[src/rtl/sram_bist_pkg.sv]
// Shared types and March C- element table for the SRAM March BIST.
//   state_e     : controller FSM states
//   elem_t      : per-element sweep direction, op count, read and write values
//   elem_info() : element index -> table entry
package sram_bist_pkg;

  typedef enum logic [1:0] {
    ST_IDLE,
    ST_RUN,
    ST_DRAIN,
    ST_DONE
  } state_e;

  localparam int unsigned NUM_ELEMS = 6;
  localparam int unsigned ELEM_W    = 3;

  // One March element. If has_read is set, op 0 is the read and op 1 the write.
  typedef struct packed {
    logic       down;
    logic [1:0] n_ops;
    logic       has_read;
    logic       rval;
    logic       wval;
  } elem_t;

  localparam elem_t MARCH_E0 = '{down: 1'b0, n_ops: 2'd1, has_read: 1'b0, rval: 1'b0, wval: 1'b0};
  localparam elem_t MARCH_E1 = '{down: 1'b0, n_ops: 2'd2, has_read: 1'b1, rval: 1'b0, wval: 1'b1};
  localparam elem_t MARCH_E2 = '{down: 1'b0, n_ops: 2'd2, has_read: 1'b1, rval: 1'b1, wval: 1'b0};
  localparam elem_t MARCH_E3 = '{down: 1'b1, n_ops: 2'd2, has_read: 1'b1, rval: 1'b0, wval: 1'b1};
  localparam elem_t MARCH_E4 = '{down: 1'b1, n_ops: 2'd2, has_read: 1'b1, rval: 1'b1, wval: 1'b0};
  localparam elem_t MARCH_E5 = '{down: 1'b0, n_ops: 2'd1, has_read: 1'b1, rval: 1'b0, wval: 1'b0};

  function automatic elem_t elem_info(logic [ELEM_W-1:0] idx);
    elem_t e;
    case (idx)
      3'd0:    e = MARCH_E0;
      3'd1:    e = MARCH_E1;
      3'd2:    e = MARCH_E2;
      3'd3:    e = MARCH_E3;
      3'd4:    e = MARCH_E4;
      3'd5:    e = MARCH_E5;
      default: e = '0;
    endcase
    return e;
  endfunction

endpackage

[src/rtl/sram_bist_if.sv]
// SRAM pin bundle between the BIST controller and a single-port sram22 macro.
//   we/wmask/addr/din : controller -> SRAM
//   dout              : SRAM -> controller, valid the cycle after the read edge
// master = BIST controller side, slave = SRAM side.
interface sram_bist_if #(
  parameter int unsigned ADDR_WIDTH  = 12,
  parameter int unsigned DATA_WIDTH  = 8,
  parameter int unsigned WMASK_WIDTH = 1
);

  logic                   we;
  logic [WMASK_WIDTH-1:0] wmask;
  logic [ADDR_WIDTH-1:0]  addr;
  logic [DATA_WIDTH-1:0]  din;
  logic [DATA_WIDTH-1:0]  dout;

  modport master (output we, wmask, addr, din, input dout);
  modport slave  (input we, wmask, addr, din, output dout);

endinterface

[src/rtl/sram_bist_cmp.sv]
// Read-tag pipeline and comparator.
//   launch_i/addr_i/expect_i : read presented to the SRAM this cycle
//   flush_i                  : drop the tag being launched
//   dout_i                   : SRAM read data, aligned with the registered tag
//   mismatch_c_o             : tag valid and dout differs from expected (combinational)
//   addr_o/expect_o          : captured tag; data_c_o mirrors dout_i
module sram_bist_cmp #(
  parameter int unsigned ADDR_WIDTH = 12,
  parameter int unsigned DATA_WIDTH = 8
) (
  input  logic                  clk,
  input  logic                  rst_n,
  input  logic                  launch_i,
  input  logic                  flush_i,
  input  logic [ADDR_WIDTH-1:0] addr_i,
  input  logic [DATA_WIDTH-1:0] expect_i,
  input  logic [DATA_WIDTH-1:0] dout_i,
  output logic                  mismatch_c_o,
  output logic [ADDR_WIDTH-1:0] addr_o,
  output logic [DATA_WIDTH-1:0] data_c_o,
  output logic [DATA_WIDTH-1:0] expect_o
);

  logic                  tag_vld_q;
  logic [ADDR_WIDTH-1:0] tag_addr_q;
  logic [DATA_WIDTH-1:0] tag_exp_q;

  // Tag follows the read by one cycle so it lines up with dout.
  always_ff @(posedge clk) begin
    if (!rst_n) begin
      tag_vld_q  <= 1'b0;
      tag_addr_q <= '0;
      tag_exp_q  <= '0;
    end else begin
      tag_vld_q  <= launch_i & ~flush_i;
      tag_addr_q <= addr_i;
      tag_exp_q  <= expect_i;
    end
  end

  assign mismatch_c_o = tag_vld_q && (dout_i != tag_exp_q);
  assign addr_o       = tag_addr_q;
  assign expect_o     = tag_exp_q;
  assign data_c_o     = dout_i;

endmodule

[src/rtl/sram_march_bist.sv]
// March C- BIST controller for one single-port SRAM.
//   clk, rst_n (sync, active-low)
//   start                            : one-cycle request, accepted in IDLE/DONE
//   busy/done/fail                   : run status; done and fail are sticky
//   fail_addr/fail_data/fail_expect  : first failing read
//   sram                             : SRAM pin bundle (master side)
module sram_march_bist
  import sram_bist_pkg::*;
#(
  parameter int unsigned ADDR_WIDTH  = 12,
  parameter int unsigned DATA_WIDTH  = 8,
  parameter int unsigned WMASK_WIDTH = 1
) (
  input  logic                  clk,
  input  logic                  rst_n,
  input  logic                  start,
  output logic                  busy,
  output logic                  done,
  output logic                  fail,
  output logic [ADDR_WIDTH-1:0] fail_addr,
  output logic [DATA_WIDTH-1:0] fail_data,
  output logic [DATA_WIDTH-1:0] fail_expect,
  sram_bist_if.master           sram
);

  state_e                 state_q;
  logic [ELEM_W-1:0]      elem_q, elem_d;
  logic                   op_q, op_d;
  logic [ADDR_WIDTH-1:0]  addr_q, addr_d;
  logic                   we_q, we_d;
  logic [WMASK_WIDTH-1:0] wmask_q;
  logic [DATA_WIDTH-1:0]  din_q, din_d;
  logic                   busy_q, done_q, fail_q;
  logic [ADDR_WIDTH-1:0]  fail_addr_q;
  logic [DATA_WIDTH-1:0]  fail_data_q, fail_exp_q;

  elem_t                  info_q, info_d;
  logic                   last_op, last_addr, run_end;
  logic [DATA_WIDTH-1:0]  expect_c;

  logic                   mismatch_c;
  logic [ADDR_WIDTH-1:0]  cmp_addr;
  logic [DATA_WIDTH-1:0]  cmp_data, cmp_exp;

  // Next-op sequencer: elem_q/op_q/addr_q always describe the op on the pins.
  always_comb begin
    info_q    = elem_info(elem_q);
    last_op   = op_q || (info_q.n_ops == 2'd1);
    last_addr = info_q.down ? (addr_q == '0) : (addr_q == '1);
    run_end   = last_op && last_addr && (elem_q == ELEM_W'(NUM_ELEMS - 1));
    elem_d    = elem_q;
    op_d      = 1'b0;
    addr_d    = addr_q;
    if (!last_op) begin
      op_d = 1'b1;
    end else if (!last_addr) begin
      addr_d = info_q.down ? addr_q - ADDR_WIDTH'(1) : addr_q + ADDR_WIDTH'(1);
    end else begin
      elem_d = elem_q + ELEM_W'(1);
      addr_d = elem_info(elem_d).down ? '1 : '0;
    end
    info_d   = elem_info(elem_d);
    we_d     = op_d || !info_d.has_read;
    din_d    = (we_d && info_d.wval) ? '1 : '0;
    expect_c = info_q.rval ? '1 : '0;
  end

  sram_bist_cmp #(
    .ADDR_WIDTH (ADDR_WIDTH),
    .DATA_WIDTH (DATA_WIDTH)
  ) u_cmp (
    .clk          (clk),
    .rst_n        (rst_n),
    .launch_i     ((state_q == ST_RUN) && !we_q),
    .flush_i      (mismatch_c),
    .addr_i       (addr_q),
    .expect_i     (expect_c),
    .dout_i       (sram.dout),
    .mismatch_c_o (mismatch_c),
    .addr_o       (cmp_addr),
    .data_c_o     (cmp_data),
    .expect_o     (cmp_exp)
  );

  // Controller FSM with registered SRAM pins and sticky results.
  always_ff @(posedge clk) begin
    if (!rst_n) begin
      state_q     <= ST_IDLE;
      elem_q      <= '0;
      op_q        <= 1'b0;
      addr_q      <= '0;
      we_q        <= 1'b0;
      wmask_q     <= '0;
      din_q       <= '0;
      busy_q      <= 1'b0;
      done_q      <= 1'b0;
      fail_q      <= 1'b0;
      fail_addr_q <= '0;
      fail_data_q <= '0;
      fail_exp_q  <= '0;
    end else begin
      case (state_q)
        ST_IDLE, ST_DONE: begin
          if (start) begin
            state_q     <= ST_RUN;
            elem_q      <= '0;
            op_q        <= 1'b0;
            addr_q      <= '0;
            we_q        <= 1'b1;
            wmask_q     <= '1;
            din_q       <= '0;
            busy_q      <= 1'b1;
            done_q      <= 1'b0;
            fail_q      <= 1'b0;
            fail_addr_q <= '0;
            fail_data_q <= '0;
            fail_exp_q  <= '0;
          end
        end
        ST_RUN: begin
          if (mismatch_c || run_end) begin
            // Park the SRAM pins; a mismatch ends the run right here.
            state_q <= mismatch_c ? ST_DONE : ST_DRAIN;
            we_q    <= 1'b0;
            wmask_q <= '0;
            addr_q  <= '0;
            din_q   <= '0;
            if (mismatch_c) begin
              busy_q      <= 1'b0;
              done_q      <= 1'b1;
              fail_q      <= 1'b1;
              fail_addr_q <= cmp_addr;
              fail_data_q <= cmp_data;
              fail_exp_q  <= cmp_exp;
            end
          end else begin
            elem_q  <= elem_d;
            op_q    <= op_d;
            addr_q  <= addr_d;
            we_q    <= we_d;
            wmask_q <= we_d ? '1 : '0;
            din_q   <= din_d;
          end
        end
        ST_DRAIN: begin
          // Last E5 read is compared here.
          state_q <= ST_DONE;
          busy_q  <= 1'b0;
          done_q  <= 1'b1;
          if (mismatch_c) begin
            fail_q      <= 1'b1;
            fail_addr_q <= cmp_addr;
            fail_data_q <= cmp_data;
            fail_exp_q  <= cmp_exp;
          end
        end
        default: state_q <= ST_IDLE;
      endcase
    end
  end

  assign busy        = busy_q;
  assign done        = done_q;
  assign fail        = fail_q;
  assign fail_addr   = fail_addr_q;
  assign fail_data   = fail_data_q;
  assign fail_expect = fail_exp_q;
  assign sram.we     = we_q;
  assign sram.wmask  = wmask_q;
  assign sram.addr   = addr_q;
  assign sram.din    = din_q;

endmodule

[src/flat_wrapper.sv]
// flat-port wrapper written by rule: the top's interface ports become plain ports
module sram_march_bist_flat import sram_bist_pkg::*;
#(
  parameter int unsigned ADDR_WIDTH  = 12,
  parameter int unsigned DATA_WIDTH  = 8,
  parameter int unsigned WMASK_WIDTH = 1
)
  (clk, rst_n, start, busy, done, fail, fail_addr, fail_data, fail_expect, sram_we, sram_wmask, sram_addr, sram_din, sram_dout);
  sram_bist_if #(.ADDR_WIDTH(ADDR_WIDTH), .DATA_WIDTH(DATA_WIDTH), .WMASK_WIDTH(WMASK_WIDTH)) sram_i ();
  input  logic clk;
  input  logic rst_n;
  input  logic start;
  output logic busy;
  output logic done;
  output logic fail;
  output logic [ADDR_WIDTH-1:0] fail_addr;
  output logic [DATA_WIDTH-1:0] fail_data;
  output logic [DATA_WIDTH-1:0] fail_expect;
  output wire logic [$bits(sram_i.we)-1:0] sram_we;
  output wire logic [$bits(sram_i.wmask)-1:0] sram_wmask;
  output wire logic [$bits(sram_i.addr)-1:0] sram_addr;
  output wire logic [$bits(sram_i.din)-1:0] sram_din;
  input wire logic [$bits(sram_i.dout)-1:0] sram_dout;
  assign sram_we = sram_i.we;
  assign sram_wmask = sram_i.wmask;
  assign sram_addr = sram_i.addr;
  assign sram_din = sram_i.din;
  assign sram_i.dout = sram_dout;
  sram_march_bist #(.ADDR_WIDTH(ADDR_WIDTH), .DATA_WIDTH(DATA_WIDTH), .WMASK_WIDTH(WMASK_WIDTH)) u_core (.clk(clk), .rst_n(rst_n), .start(start), .busy(busy), .done(done), .fail(fail), .fail_addr(fail_addr), .fail_data(fail_data), .fail_expect(fail_expect), .sram(sram_i));
endmodule
[config.mk]
export PLATFORM = sky130hd
export DESIGN_NAME = sram_march_bist_flat
export DESIGN_NICKNAME = d
export VERILOG_FILES = /design/src/rtl/sram_bist_pkg.sv /design/src/rtl/sram_bist_if.sv /design/src/rtl/sram_bist_cmp.sv /design/src/rtl/sram_march_bist.sv /design/src/flat_wrapper.sv
export SDC_FILE = /design/constraint.sdc
export NUM_CORES = 1
export LEC_CHECK = 0
export CAP_MARGIN = 20
export CORE_UTILIZATION = 35
export DETAILED_ROUTE_END_ITERATION = 7
export SYNTH_ARGS = -nofsm -noshare
export SYNTH_HDL_FRONTEND = slang
export SYNTH_SLANG_ARGS = --single-unit
[constraint.sdc]
create_clock -name clk -period 7.54 [get_ports clk]
set_clock_uncertainty 0.1 [all_clocks]
set_input_delay 1.885 -clock clk [delete_from_list [all_inputs] [get_ports clk]]
set_output_delay 1.885 -clock clk [all_outputs]
set_load 0.02 [all_outputs]
==> results.yml, run 1 <==
run_status:
  status: "finished, violations left"
  violations: "design-rule violations"
critical_path:
  setup.worst_path.class: "input pin to register"
  start_kind: "input pin"
  critical_path.max_stage_delay_ns: 0.68
  cp_data_arrival_time_ns: 4.48
  cp_cell_sequence: "clkdlybuf4s50_1, nand4_1, or3_1, nand3_2, o21ai_2, or4b_4, a2bb2oi_1, o22ai_1"
  end_kind: "register"
  cp_max_fo: 27
  cp.required_ns: 7.70
  cpMaxStageDelayCell: "or4b_4"
sta:
  rsz0062_at_grt: "no"
  maxSlewViolCount: 0
  tns_ns: 0
  final-hold-violation-count: 0
  setup_violations: 0
  fin_crit_ns: 4.32
  fin_crit_sh_pct: 57.2
  tightest_slew_ns: 0.875
  slew_headroom_pct: 41.7
  max_freq_ghz: 0.232
drt:
  drt-total-wl_um: 7220
  ant_nets: 0
  drtPass1Iterations: 6
  drt-vias-per-instance: 5.12
  num_vias: 2685
  wl_per_cell_um: 13.8
  first_iter_violations: 177
  drc: 9
clock_tree:
  clkLatencyLatePin_ns: 0.33
  path_clk_slew_ns: 0.07
  clock_sinks: 58
  cts_tree: "yes"
  cts_buffer_depth: 2
  hold_buffers: 0
  cts_resized: 0
  post_cts.repair.setup_buffers: 0
  htree_num_levels: 3
  cts.root.buffer_cell: "clkbuf_8"
  numCtsBuffers: 9
place:
  place_inst: 508
  place.gp.congestion: 0.799
  hpwl_um: 5020
  portBuffers: 63
layout:
  antenna_cells: 0
  drive_above_1_share_pct: 9.62
  finish.net_count: 439
  fin_cells: 524
  synthToLayoutAreaGrowth_pct: 26.4
power:
  p_leak_nw: 1.59
  irDropWorstVdd_v: 0.0000986
  powerDensity_mw_per_mm2: 232
synth:
  synth-edff-count: 0
  synth_seq_area_share_pct: 35.8
  ys_ff_latch: 58
  synth_ff_type: "dfxtp_1"
  synthArstFlopShare_pct: 0
  yosysWarnings: 0
  synthCells: 368
  syn_nets: 396
  syn_area_mm2: 0.00324
  postSynthAreaPerCell_um2: 8.80
  yosys.cell_types.count: 61
worst_hold_path:
  hold_path_class: "register to register"
die:
  initial_utilization_pct: 36.6
  die_area_mm2: 0.00964
  core_area_mm2: 0.00885
  ios: 64
  die_y_um: 98.2
  row_count: 34
  die_x_um: 98.2
global_routing:
  overflow: 0
  grt_pass1_wl_um: 11800
  grt.total_usage_pct: 15.3
  grt_max_degree: 52
  antenna_found_initial: 0
  grt_pass1_vias: 2449
job:
  maxCapViolCount: 0
## cell usage after synthesis (all sizes together), types with 2 or more instances
| cell type | instances | area (um2) |
|---|---|---|
| a211oi | 2 | 27.5 |
| a21boi | 3 | 22.5 |
| a21o | 7 | 52.6 |
| a21oi | 37 | 185 |
| and2 | 15 | 93.8 |
| buf | 21 | 156 |
| clkbuf | 12 | 45.0 |
| dfxtp | 58 | 1160 |
| ha | 16 | 200 |
| inv | 9 | 33.8 |
| mux2i | 6 | 60.1 |
| nand2 | 23 | 86.3 |
| nand2b | 6 | 37.5 |
| nand3 | 10 | 60.1 |
| nand4 | 4 | 25.0 |
| nor2 | 21 | 78.8 |
| nor2b | 26 | 163 |
| nor3 | 6 | 30.0 |
| nor3b | 21 | 158 |
| nor4 | 5 | 31.3 |
| o21a | 2 | 15.0 |
| o21ai | 19 | 133 |
| o41ai | 2 | 25.0 |
| or3 | 4 | 25.0 |
| xnor2 | 6 | 52.6 |
| xor2 | 2 | 17.5 |
## worst max-delay path, delay by kind of cell
family | cells | cell delay [ns]
compound gates | 3 | 0.51
buf+inv | 1 | 0.50
simple gates | 4 | 1.56
## stage by stage
step | hold slack [ns] | cell area [um2] | utilization (%) | total power, mW | worst slack [ns]
6_report | 0.381 | 4090 | 46.3 | 0.948 | 3.22
4_1_cts | 0.386 | 4090 | 46.3 | 0.961 | 3.21
3_5_place_dp | 0.375 | 3820 | 43.2 | 0.569 | 2.88
5_1_grt | 0.425 | 4090 | 46.3 | 0.997 | 3.06
2_1_floorplan | 0.374 | 3240 | - | 0.508 | 3.97
3_3_place_gp | 0.355 | 3820 | 43.2 | 0.567 | 2.92
## routing by layer
layer	share of wire [%]	vias up	GRT usage [%]	wire [um]
li1	-	1371	-	-
met1	50	1245	20.3	3610
met2	44	59	24.6	3160
met3	4.7	10	2.58	342
met4	1.6	0	6.66	113
met5	0	-	0	0
## final cells by class
class                      count  area (um2)
clock buffer                  10         138
clock inverter                 6         138
fill                         865        4750
inverter                       9        33.8
multi-input combinational    268        1840
sequential                    58        1160
tap                          108         135
timing repair buffer          65         646
## sequential cells by signal, summed over array words and instances (netlist names), 2 cells and up
register and count:
u_core.fail_addr 12, u_core.state_q 2, u_core.sram.addr 12, u_core.elem_q 3, u_core.u_cmp.addr_o 12, u_core.fail_data 8
## power breakdown
group          total [mW]  leakage (nW)  internal, mW  switching, mW
clock network       0.390         0.137         0.263          0.127
logic               0.224         0.982        0.0743          0.150
registers           0.334         0.468         0.322         0.0128
total               0.948          1.59         0.659          0.289
## path summary, 6_finish.rpt
path	startpoint	endpoint	slack (ns)	cells past startpoint
worst max-delay path	sram_dout[3]	u_core.sram.addr[11]	3.22	8
worst min-delay path	u_core.done	u_core.done	0.38	2
worst max register to register	u_core.elem_q[1]	u_core.sram.addr[11]	3.79	12
worst min register to register	u_core.done	u_core.done	0.38	2
## logic make-up after synthesis
group,share of synthesized area [%]
simple gates,26.6
compound gates,19.0
flops,35.8
buf+inv,7.26
fa+ha+maj,6.80
xor+xnor,2.16
mux,2.32
## layout by cell type, fill, tap and decap left out, drive strengths merged, types with 2 or more instances in the layout
cell type	Yosys	layout
o41ai	2	2
clkdlybuf4s50	0	63
xor2	2	2
nand4	4	4
clkinv	0	2
o21a	2	2
clkbuf	12	10
o21ai	19	19
ha	16	16
a211oi	2	2
mux2i	6	6
nor2b	26	26
nor3	6	6
xnor2	6	6
nor2	21	21
a21boi	3	3
nand2b	6	6
nor3b	21	21
inv	9	9
and2	15	15
a21o	7	7
dfxtp	58	58
buf	21	2
nand2	23	23
nand3	10	10
nor4	5	5
a21oi	37	37
or3	4	4
bufinv	0	4
No activity file was read; power rests on OpenSTA's default activity.
==> inputs of run 2 (changes only) <==
clock period = 4.1 ns   (was 7.54 ns; I/O delays follow)
==> run 2 against run 1 <==
Net effect: the run still ends with design-rule violations left; critical path type is now register to register; clock power up 54%; power up 72%; setup slack worse by 2.9 ns.
==> results.yml, run 2 (synthesis gave the netlist of run 1 again) <==
clock_tree:
  numCtsBuffers: 9
  clock_sinks: 58
  htree_num_levels: 3
  cts.root.buffer_cell: "clkbuf_8"
  cts_buffer_depth: 2
  cts_tree: "yes"
  post_cts.repair.setup_buffers: 0
  clkLatencyLatePin_ns: 0.34
  hold_buffers: 0
  path_clk_slew_ns: 0.07
  cts_resized: 0
power:
  irDropWorstVdd_v: 0.000141
  p_leak_nw: 1.58
  powerDensity_mw_per_mm2: 402
global_routing:
  use_met3_pct: 3.36
  gr-usage-met1_pct: 20.4
  antenna_found_initial: 0
  overflow: 0
  grt_use_met2_pct: 24.7
  grt.total_usage_pct: 15.6
  grt_max_degree: 51
  gr-max-usage-layer: "met2"
  grt_pass1_vias: 2525
  grt_pass1_wl_um: 12000
critical_path:
  setup.worst_path.class: "register to register"
  cp_cell_sequence: "inv_1, ha_1, a31oi_2, inv_1, ha_1, a211o_1, a2111oi_2, o31ai_1, o41ai_2, xnor2_1, a2bb2oi_1, o22ai_1"
  cp.required_ns: 4.21
  critical_path.max_stage_delay_ns: 0.42
  start_kind: "register"
  cp_max_fo: 12
  path_delay_family: "compound AO/OA/AOI/OAI gates"
  cpMaxStageDelayCell: "dfxtp_1"
  cp_data_arrival_time_ns: 3.90
  end_kind: "register"
  crit_buf_inv: 2
run_status:
  violations: "design-rule violations"
  status: "finished, violations left"
sta:
  maxSlewViolCount: 0
  final-hold-violation-count: 0
  hold_ws_ns: 0.371
  fin_crit_ns: 3.79
  max_freq_ghz: 0.264
  fin_crit_sh_pct: 92.4
  tightest_slew_ns: 0.546
  setup_violations: 0
  slew_headroom_pct: 62.5
  tns_ns: 0
  rsz0062_at_grt: "no"
layout:
  layout.cells.most_common_list: "63 x clkdlybuf4s50_1, 58 x dfxtp_1, 37 x a21oi_1, 26 x nor2b_1, 23 x nand2_1"
  utilization_pct: 45.9
  drive_above_1_share_pct: 9.81
  finish.net_count: 441
  synthToLayoutAreaGrowth_pct: 25.4
  layout_commonest_cell: "clkdlybuf4s50_1"
  nFillCells: 865
  antenna_cells: 0
die:
  row_count: 34
  die_y_um: 98.2
  die_x_um: 98.2
  die_area_mm2: 0.00964
  core_area_mm2: 0.00885
  ios: 64
  initial_utilization_pct: 36.6
place:
  portBuffers: 63
  hpwl_um: 5130
  place.gp.congestion: 0.842
drt:
  num_vias: 2710
  drtPass1Iterations: 6
  first_iter_violations: 132
  drt-total-wl_um: 7170
  wl_per_cell_um: 13.6
  ant_nets: 0
  drc: 9
  drt-vias-per-instance: 5.15
worst_hold_path:
  hold_path_class: "register to register"
job:
  maxCapViolCount: 0
[run 2: changes by cell type in the layout (fill, tap and decap cells not counted), sizes merged]
cell and delta:
buf +2, clkbuf +2, bufinv -2
[run 2: final timing paths]
| kind | start | endpoint | slack, ns | cells past startpoint |
|---|---|---|---|---|
| worst max-delay path | u_core.elem_q[0] | u_core.sram.addr[11] | 0.31 | 12 |
| worst min-delay path | u_core.done | u_core.done | 0.37 | 2 |
| worst max register to register | u_core.elem_q[0] | u_core.sram.addr[11] | 0.31 | 12 |
| worst min register to register | u_core.done | u_core.done | 0.37 | 2 |
[run 2: cell type report]
class	count	area [um2]	share of cell area, %
clock inverters	4	73.8	1.82
flip-flops and latches	58	1160	28.6
multi-input cells	268	1840	45.4
clock buffers	12	155	3.82
well taps	108	135	3.33
inverters	9	33.8	0.832
repair buffers	67	661	16.3
[run 2: per-layer routing]
metal / part of all wire, % / up-vias
met5: 0 / -
li1: - / 1373
met3: 5.2 / 7
met1: 49 / 1250
met4: 1.2 / 0
met2: 44 / 80
[run 2: worst min-delay path, delay by kind of cell, from the launching register on]
| kind | cells | cell delay [ns] |
|---|---|---|
| compound gates | 1 | 0.07 |
| simple gates | 1 | 0.05 |
| flops | 1 | 0.31 |
[run 2: where the power goes]
part | internal (mW) | total [mW] | switching, mW | leakage, nW
clock network | 0.376 | 0.601 | 0.226 | 0.117
logic | 0.144 | 0.418 | 0.274 | 0.991
registers | 0.592 | 0.615 | 0.0234 | 0.468
total | 1.11 | 1.63 | 0.523 | 1.58
[run 2: per-stage QoR]
step,setup slack (ns),total power [mW],instances,area (um2)
global placement,0.383,1.05,510,3830
detailed placement,0.368,1.05,510,3830
finish,0.311,1.63,526,4060
CTS,0.270,1.66,526,4060
global route,0.0191,1.72,526,4060
floorplan,0.848,0.934,368,3240
==> inputs of run 3 (changes only) <==
CORE_MARGIN = 4   (was unset)
CTS_CLUSTER_SIZE = 30   (was unset)
==> run 3 against run 2 <==
Net effect: sequential share of layout area up 0.40 points; cell count down 0.19%; critical path depth unchanged; critical path type unchanged; the run now ends clean; critical endpoint unchanged; clock power down 22%; utilization down 0.64 points; global-route usage down 1.3 points; routed wire length up 2.1%.
==> results.yml, run 3 (synthesis gave the netlist of run 1 again) <==
critical_path:
  end_kind: "register"
  cp_max_fo: 12
  ff2ff_path_depth: 12
  r2r-start: "u_core.elem_q[0]"
  rr_endpoint: "u_core.sram.addr[11]"
  cp_data_arrival_time_ns: 3.80
  cp.required_ns: 4.21
  start_kind: "register"
  reg2reg_setup_slack_ns: 0.41
  setup.worst_path.class: "register to register"
place:
  place.gp.congestion: 0.792
  portBuffers: 63
  hpwl_um: 5300
  place_inst: 509
global_routing:
  grt_pass1_wl_um: 12800
  antenna_found_initial: 0
  grt_max_degree: 51
  grt_pass1_vias: 2601
  overflow: 0
  grt.total_usage_pct: 14.3
drt:
  drtPass1Iterations: 4
  num_vias: 2675
  drc: 0
  wl_per_cell_um: 13.9
  ant_nets: 0
  first_iter_violations: 142
  drt-vias-per-instance: 5.10
  drt-total-wl_um: 7320
layout:
  drive_above_1_share_pct: 9.83
  regArea_mm2: 0.00116
  nFillCells: 882
  finish.net_count: 440
  antenna_cells: 0
  multi_input_area_mm2: 0.00184
  layout.cells.most_common_list: "63 x clkdlybuf4s50_1, 58 x dfxtp_1, 37 x a21oi_1, 26 x nor2b_1, 23 x nand2_1"
  layout_commonest_cell: "clkdlybuf4s50_1"
  fin_cells: 525
  utilization_pct: 45.3
  synthToLayoutAreaGrowth_pct: 23.7
die:
  die_y_um: 104
  row_count: 34
  initial_utilization_pct: 36.6
  ios: 64
  die_area_mm2: 0.0109
  core_area_mm2: 0.00885
  die_x_um: 104
sta:
  final-hold-violation-count: 0
  fin_crit_ns: 3.69
  setup_violations: 0
  tightest_slew_ns: 0.876
  slew_headroom_pct: 41.6
  maxSlewViolCount: 0
  hold_ws_ns: 0.374
  tns_ns: 0
  max_freq_ghz: 0.271
  rsz0062_at_grt: "no"
  fin_crit_sh_pct: 89.9
power:
  irDropWorstVdd_v: 0.000138
  power_mw: 1.50
  powerDensity_mw_per_mm2: 374
  p_leak_nw: 1.54
clock_tree:
  cts_tree: "yes"
  hold_buffers: 0
  cts_resized: 0
  clock_sinks: 58
  cts_buffer_depth: 2
  clkLatencyLatePin_ns: 0.33
  path_clk_slew_ns: 0.07
  post_cts.repair.setup_buffers: 0
  numCtsBuffers: 9
  htree_num_levels: 3
  cts.root.buffer_cell: "clkbuf_8"
worst_hold_path:
  hold_path_end: "u_core.done"
  min_from: "u_core.done"
  hold_depth: 2
  hold_path_class: "register to register"
job:
  maxCapViolCount: 0
run_status:
  status: "finished clean"
run 3: changes by cell type in the layout (fill, tap and decap cells not counted), sizes merged:
cell / before / now
clkbuf: 12 / 10
buf: 4 / 3
bufinv: 2 / 0
clkinv: 2 / 4
clkinvlp: 0 / 2
run 3: where the power goes:
part	total [mW]	switching (mW)	internal (mW)
clock network	0.466	0.231	0.235
registers	0.615	0.0239	0.592
logic	0.416	0.277	0.139
total	1.50	0.532	0.965
run 3: worst max-delay path by stage:
| stage | startpoint | to | slack [ns] |
|---|---|---|---|
| 6_report | u_core.elem_q[0] | u_core.sram.addr[11] | 0.41 |
| 5_1_grt | u_core.elem_q[1] | u_core.sram.addr[11] | 0.04 |
| 4_1_cts | u_core.elem_q[1] | u_core.sram.addr[11] | 0.33 |
| 3_5_place_dp | u_core.elem_q[1] | u_core.sram.addr[11] | 0.35 |
| 3_3_place_gp | u_core.elem_q[0] | u_core.sram.addr[11] | 0.46 |
| 2_1_floorplan | u_core.elem_q[1] | u_core.sram.addr[11] | 0.85 |
run 3: layout make-up:
class / count / share of cell area [%]
Multi-Input combinational cell: 268 / 46.0
Sequential cell: 58 / 29.0
Clock buffer: 10 / 3.44
Inverter: 9 / 0.843
Timing Repair Buffer: 66 / 16.3
Tap cell: 108 / 3.37
Clock inverter: 6 / 1.06
run 3: layer usage:
metal	track usage, %	part of all wire (%)	routed length [um]
met3	3.91	5.2	377
met5	0	0	0
met4	6.36	1.7	124
met1	18.8	51	3700
met2	21.9	43	3110
run 3: per-stage QoR:
stage	setup WS, ns	cell area [um2]
global route	0.0364	4010
finish	0.414	4010
detailed placement	0.352	3830
floorplan	0.848	3240
global placement	0.462	3830
CTS	0.334	4010
run 3: worst max-delay path, cell delays in order, from the launching register on:
cell	delay (ns)
dfxtp_1	0.45
inv_1	0.15
ha_1	0.27
a31oi_2	0.30
inv_1	0.29
ha_1	0.37
a211o_1	0.34
a2111oi_2	0.39
o31ai_1	0.18
o41ai_2	0.27
xnor2_1	0.18
a2bb2oi_1	0.19
o22ai_1	0.09
